`src/rtl/branch_resolve_unit.sv`:
```
// Branch resolution unit: 2-stage valid/ready pipe (accept -> out_valid 2 cycles later), stalls on out_ready_i, flush/squash kill.
// Build option BRU_RVC_EN: honour is_rvc_i (2-byte links) and drop the target[1] misalignment check.

package drac_pkg;
  typedef enum logic [3:0] {
    INSTR_OTHER = 4'd0,
    INSTR_JAL   = 4'd1,
    INSTR_JALR  = 4'd2,
    INSTR_BEQ   = 4'd3,
    INSTR_BNE   = 4'd4,
    INSTR_BLT   = 4'd5,
    INSTR_BGE   = 4'd6,
    INSTR_BLTU  = 4'd7,
    INSTR_BGEU  = 4'd8
  } instr_type_t;
endpackage

module branch_resolve_unit #(
  parameter int XLEN  = 64,
  parameter int PC_W  = 64,
  parameter int ID_W  = 6,
  parameter int CNT_W = 16
) (
  input  logic                  clk_i,
  input  logic                  rst_i,
  input  logic                  flush_i,
  input  logic                  in_valid_i,
  output logic                  in_ready_o,
  input  drac_pkg::instr_type_t instr_type_i,
  input  logic                  is_rvc_i,
  input  logic [PC_W-1:0]       pc_i,
  input  logic [XLEN-1:0]       rs1_i,
  input  logic [XLEN-1:0]       rs2_i,
  input  logic [XLEN-1:0]       imm_i,
  input  logic [PC_W-1:0]       pred_npc_i,
  input  logic [ID_W-1:0]       id_i,
  output logic                  out_valid_o,
  input  logic                  out_ready_i,
  output logic [ID_W-1:0]       out_id_o,
  output logic                  taken_o,
  output logic [PC_W-1:0]       result_o,
  output logic [PC_W-1:0]       link_pc_o,
  output logic                  mispredict_o,
  output logic                  misaligned_o,
  output logic [CNT_W-1:0]      mispredict_cnt_o
);

  logic [PC_W-1:0] ilen;
  logic [PC_W-1:0] link_c;
  logic [PC_W-1:0] br_tgt;
  logic [PC_W-1:0] jalr_tgt;
  logic [XLEN-1:0] jalr_sum;
  logic [PC_W-1:0] tgt_c;
  logic            is_br_c;
  logic            taken_c;
  logic            op_eq;
  logic            op_lt;
  logic            op_ltu;

`ifdef BRU_RVC_EN
  assign ilen = is_rvc_i ? PC_W'(2) : PC_W'(4);
`else
  logic unused_rvc;
  assign unused_rvc = is_rvc_i;
  assign ilen       = PC_W'(4);
`endif

  assign link_c   = pc_i + ilen;
  assign br_tgt   = pc_i + PC_W'($signed(imm_i));
  assign jalr_sum = rs1_i + imm_i;
  assign jalr_tgt = PC_W'($signed(jalr_sum)) & ~PC_W'(1);

  assign op_eq  = (rs1_i == rs2_i);
  assign op_lt  = ($signed(rs1_i) < $signed(rs2_i));
  assign op_ltu = (rs1_i < rs2_i);

  always_comb begin
    is_br_c = 1'b1;
    taken_c = 1'b0;
    tgt_c   = br_tgt;
    case (instr_type_i)
      drac_pkg::INSTR_JAL:  taken_c = 1'b1;
      drac_pkg::INSTR_JALR: begin
        taken_c = 1'b1;
        tgt_c   = jalr_tgt;
      end
      drac_pkg::INSTR_BEQ:  taken_c = op_eq;
      drac_pkg::INSTR_BNE:  taken_c = !op_eq;
      drac_pkg::INSTR_BLT:  taken_c = op_lt;
      drac_pkg::INSTR_BGE:  taken_c = !op_lt;
      drac_pkg::INSTR_BLTU: taken_c = op_ltu;
      drac_pkg::INSTR_BGEU: taken_c = !op_ltu;
      default:              is_br_c = 1'b0;
    endcase
  end

  // Stage 1 state
  logic            s1_valid;
  logic [ID_W-1:0] s1_id;
  logic            s1_is_br;
  logic            s1_taken;
  logic [PC_W-1:0] s1_tgt;
  logic [PC_W-1:0] s1_link;
  logic [PC_W-1:0] s1_pred;

  // Stage 2 state (drives the outputs)
  logic             s2_valid;
  logic [ID_W-1:0]  s2_id;
  logic             s2_taken;
  logic [PC_W-1:0]  s2_result;
  logic [PC_W-1:0]  s2_link;
  logic             s2_mis;
  logic             s2_mal;
  logic [CNT_W-1:0] mis_cnt;

  logic [PC_W-1:0] result_c;
  logic            mal_c;
  logic            mis_c;
  logic            s1_advance;
  logic            squash;
  logic            accept;
  logic            s2_load;

  assign result_c = s1_taken ? s1_tgt : s1_link;
`ifdef BRU_RVC_EN
  assign mal_c = 1'b0;
`else
  assign mal_c = s1_taken && s1_tgt[1];
`endif
  assign mis_c = s1_is_br && !mal_c && (result_c != s1_pred);

  assign s1_advance = !s2_valid || out_ready_i;
  assign squash     = out_valid_o && out_ready_i && mispredict_o;
  assign in_ready_o = !flush_i && !squash && (!s1_valid || s1_advance);
  assign accept     = in_valid_i && in_ready_o;
  // A squash kills the younger S1 entry instead of promoting it.
  assign s2_load    = !flush_i && s1_advance && s1_valid && !squash;

  always_ff @(posedge clk_i) begin
    if (rst_i) begin
      s1_valid  <= 1'b0;
      s1_id     <= '0;
      s1_is_br  <= 1'b0;
      s1_taken  <= 1'b0;
      s1_tgt    <= '0;
      s1_link   <= '0;
      s1_pred   <= '0;
      s2_valid  <= 1'b0;
      s2_id     <= '0;
      s2_taken  <= 1'b0;
      s2_result <= '0;
      s2_link   <= '0;
      s2_mis    <= 1'b0;
      s2_mal    <= 1'b0;
      mis_cnt   <= '0;
    end else begin
      if (flush_i) begin
        s1_valid <= 1'b0;
        s2_valid <= 1'b0;
      end else begin
        if (accept) begin
          s1_valid <= 1'b1;
        end else if (s1_advance) begin
          s1_valid <= 1'b0;
        end
        if (s1_advance) begin
          s2_valid <= s1_valid && !squash;
        end
        if (squash && (mis_cnt != {CNT_W{1'b1}})) begin
          mis_cnt <= mis_cnt + CNT_W'(1);
        end
      end
      if (accept) begin
        s1_id    <= id_i;
        s1_is_br <= is_br_c;
        s1_taken <= taken_c;
        s1_tgt   <= tgt_c;
        s1_link  <= link_c;
        s1_pred  <= pred_npc_i;
      end
      if (s2_load) begin
        s2_id     <= s1_id;
        s2_taken  <= s1_taken;
        s2_result <= result_c;
        s2_link   <= s1_link;
        s2_mis    <= mis_c;
        s2_mal    <= mal_c;
      end
    end
  end

  assign out_valid_o      = s2_valid;
  assign out_id_o         = s2_id;
  assign taken_o          = s2_taken;
  assign result_o         = s2_result;
  assign link_pc_o        = s2_link;
  assign mispredict_o     = s2_valid && s2_mis;
  assign misaligned_o     = s2_valid && s2_mal;
  assign mispredict_cnt_o = mis_cnt;

endmodule

```
`config.mk`:
```
export PLATFORM = sky130hd
export DESIGN_NAME = branch_resolve_unit
export DESIGN_NICKNAME = d
export VERILOG_FILES = /design/src/rtl/branch_resolve_unit.sv
export SDC_FILE = /design/constraint.sdc
export NUM_CORES = 1
export LEC_CHECK = 0
export BUFFER_PORTS_ARGS = -buffer_cell sky130_fd_sc_hd__buf_2
export CAP_MARGIN = 20
export CORE_ASPECT_RATIO = 2
export CORE_MARGIN = 1
export CORE_UTILIZATION = 35
export CTS_CLUSTER_DIAMETER = 30
export DETAILED_ROUTE_END_ITERATION = 8
export MAX_ROUTING_LAYER = met4
export PLACE_DENSITY = 0.64
export SLEW_MARGIN = 20
export SYNTH_ARGS = -nofsm -noshare
export SYNTH_HDL_FRONTEND = slang
export SYNTH_SLANG_ARGS = --single-unit
```
`constraint.sdc`:
```
create_clock -name clk_i -period 6.6 [get_ports clk_i]
set_input_delay 0.66 -clock clk_i [delete_from_list [all_inputs] [get_ports clk_i]]
set_output_delay 0.66 -clock clk_i [all_outputs]
set_load 0.05 [all_outputs]
```
==> impl_metrics.env <==
export IMPL_ff2ff_path_depth=8
export IMPL_outcome="finished, final reports clean"
export IMPL_place_gp_congestion=0.947
export IMPL_cp_cell_sequence="buf_2, ha_1, a21o_1, or3_1, o21ai_0, nand2_1, a221oi_1, o31a_1, a21oi_1, mux2i_1, o22a_1, nor4_1"
export IMPL_period_minus_slack_ns=3.89
export IMPL_via_count=24400
export IMPL_crit_required_ns=7.06
export IMPL_grt_pass1_wl_um=139000
export IMPL_slowest_delay_ns=0.80
export IMPL_rows=136
export IMPL_dp_hpwl_um=75900
export IMPL_synth_ff_latch_count=355
export IMPL_fin_cells=4471
export IMPL_r2r_setup_slack_ns=3.09
export IMPL_clk_latency_ns=0.56
export IMPL_grt_max_degree=194
export IMPL_post_route_period_util_pct=58.9
export IMPL_p_per_area_nw_per_um2=220
export IMPL_grt_overflow_total=0
export IMPL_synthDistinctLibCells=82
export IMPL_synthToLayoutAreaGrowth_pct=18.5
export IMPL_fin_area_um2=28800
export IMPL_yosys_area_top_type="dfxtp_1"
export IMPL_min_path_cells=3
export IMPL_cts_reportedPaths_clkPinSlew_ns=0.07
export IMPL_cp_num_buf_inv=1
export IMPL_io_pins=491
export IMPL_ys_top_cells_by_area="dfxtp_1 (29%), ha_1 (9.8%), nand2_1 (7.4%)"
export IMPL_syn_inst=3180
export IMPL_fin_setup_tns_ns=0
export IMPL_finalWirelength_um=94600
export IMPL_synth_commonest_cells="nand2_1 (477), dfxtp_1 (355), a21oi_1 (340)"
export IMPL_wire_per_inst_um=21.2
export IMPL_relSlewSlack_pct=33.1
export IMPL_yosys_cell_count_top_type="nand2_1"
export IMPL_postCtsResizedCells=0
export IMPL_cts_buffer_depth=3
export IMPL_critPathKind="input port to flip-flop"
export IMPL_synthArstFlopShare_pct=0
export IMPL_cts_hold_buf=0
export IMPL_yosys_most_used_dff="dfxtp_1"
export IMPL_die_height_um=375
export IMPL_r2r_start="s1_taken"
export IMPL_post_cts_buffers=0
export IMPL_drt_iter0_markers=1284
export IMPL_finalSetupViolCount=0
export IMPL_portBuffers=489
export IMPL_arrival_ns=4.35
export IMPL_seq_area_frac_synth_pct=29.2
export IMPL_path_depth=12
export IMPL_maxCapViolCount=0
export IMPL_root_buffer="clkbuf_16"
export IMPL_synth_edf_count=0
export IMPL_grt_use_total_pct=26.6
export IMPL_h_tree_depth=2
export IMPL_cp_endpoint="s1_tgt[62]"
export IMPL_slowest_stage="a221oi_1"
export IMPL_yosysWarnings=0
export IMPL_dieArea_um2=70600
export IMPL_die_w_um=188
export IMPL_grt_antenna_before_repair=10
export IMPL_final_max_slew_viol_count=0
export IMPL_reg2reg_to="s2_mis"
export IMPL_start_kind="input port"
export IMPL_max_slew_worst_pin_slew_ns=1.00
export IMPL_setup_worst_path_start="rs1_i[5]"
export IMPL_hp_class="input port to flip-flop"
export IMPL_vdd_drop_max_mv=0.186
export IMPL_rsz0062_at_grt="false"
export IMPL_grt_pass1_vias=23200
export IMPL_worstPathMaxFanout=6
export IMPL_placed_area_um2=27400
export IMPL_drc=0
export IMPL_fmax_mhz=257
export IMPL_syn_nets=3709
export IMPL_yosys_area_top_type_share_pct=29.2
export IMPL_final_hold_violation_count=0
export IMPL_skew_ns=0.0274
export IMPL_syn_area_per_cell_um2=7.65
export IMPL_post_place_cells=4390
export IMPL_power_leakage_nw=12.2
export IMPL_cts_buffers=40
export IMPL_initial_core_util_pct=35.4
export IMPL_dr_pass1_iters=7
export IMPL_nNetsFinal=4064
export IMPL_cts_sinks=355
export IMPL_postRouteAntennaNets=0
export IMPL_holdWs_ns=0.332
export IMPL_core_um2=68700
export IMPL_via_per_inst=5.45
export IMPL_end_kind="flip-flop"
export IMPL_tritoncts="done"
export IMPL_cp_top_family="compound AO/OA/AOI/OAI gates"
export IMPL_drive_above_1_share_pct=17.0
export IMPL_synthesis_area_um2=24300
[routing by layer]
layer | global-route usage [%] | vias to the layer above | routed length, um
li1 | - | 12100 | -
met1 | 31.5 | 11300 | 40000
met2 | 44.2 | 753 | 45000
met3 | 3.15 | 179 | 4850
met4 | 12.8 | 0 | 4680
met5 | - | - | 0
[state kept, by name (all words and copies together), names as in the netlist, 6 cells and up]
register / cells
mispredict_cnt_o: 16
result_o: 64
s1_id: 6
out_id_o: 6
s1_tgt: 64
s1_pred: 64
link_pc_o: 64
s1_link: 64
[worst reg2reg max path, delay by kind of cell (launching register included)]
kind | cells | cell delay [ns]
compound gates | 1 | 0.09
xor+xnor | 1 | 0.25
buf+inv | 1 | 0.58
flops | 1 | 0.89
mux | 1 | 0.45
simple gates | 4 | 1.11
[placed cells by master (no fill, tap or decap), types with 10 or more instances in the layout]
master	count
a21o_1	87
a21oi_1	340
dfxtp_1	354
nor2b_1	15
o21bai_1	28
nand3_1	66
buf_2	488
mux2i_1	72
or3_1	18
inv_1	99
and4_1	14
o21ai_0	101
nor3_1	56
xor2_1	165
xnor2_1	81
a211oi_1	150
o211ai_1	25
a311oi_1	20
a31oi_1	19
nand2_1	476
nor2_1	298
and3_1	25
ha_1	191
o21a_1	16
nand4_1	92
nor4_1	16
diode_2	10
clkbuf_16	42
and2_1	16
nand2b_1	19
buf_4	18
[through the flow]
| stage | util [%] | power [mW] | setup WS [ns] |
|---|---|---|---|
| 2_1_floorplan | - | 3.37 | 3.34 |
| 3_3_place_gp | 39.8 | 3.93 | 2.22 |
| 3_5_place_dp | 39.8 | 3.93 | 2.10 |
| 4_1_cts | 41.9 | 6.39 | 2.68 |
| 5_1_grt | 41.9 | 6.61 | 2.58 |
| 6_report | 41.9 | 6.34 | 2.71 |
[where the power goes]
part           total, mW  internal (mW)  switching, mW  leakage, nW
Clock               2.45           1.45          0.998        0.693
Sequential          2.30           2.23         0.0707         2.90
Combinational       1.60          0.587           1.01         8.61
Total               6.34           4.27           2.08         12.2
[final cells by class]
class	instances	area, um^2
Sequential cell	355	7110
Antenna cell	10	25.0
Inverter	99	372
Fill cell	7264	39900
Timing Repair Buffer	510	2650
Clock buffer	48	1090
Tap cell	897	1120
Clock inverter	23	350
Multi-Input combinational cell	2529	16100
[how the worst min path moves through the flow]
stage	start	endpoint
2_1_floorplan	s1_tgt[0]	s1_tgt[0]
3_3_place_gp	s1_id[5]	out_id_o[5]
3_5_place_dp	s1_id[3]	out_id_o[3]
4_1_cts	pred_npc_i[44]	s1_pred[44]
5_1_grt	pred_npc_i[44]	s1_pred[44]
6_report	pred_npc_i[44]	s1_pred[44]
[kinds of logic after synthesis]
| family | Yosys count | synth area share (%) |
|---|---|---|
| simple gates | 1131 | 20.8 |
| xor+xnor | 246 | 8.85 |
| buf+inv | 296 | 4.67 |
| compound gates | 885 | 23.4 |
| fa+ha+maj | 193 | 9.99 |
| flops | 355 | 29.2 |
| mux | 74 | 3.05 |
Power figures use the tool's default switching activity.
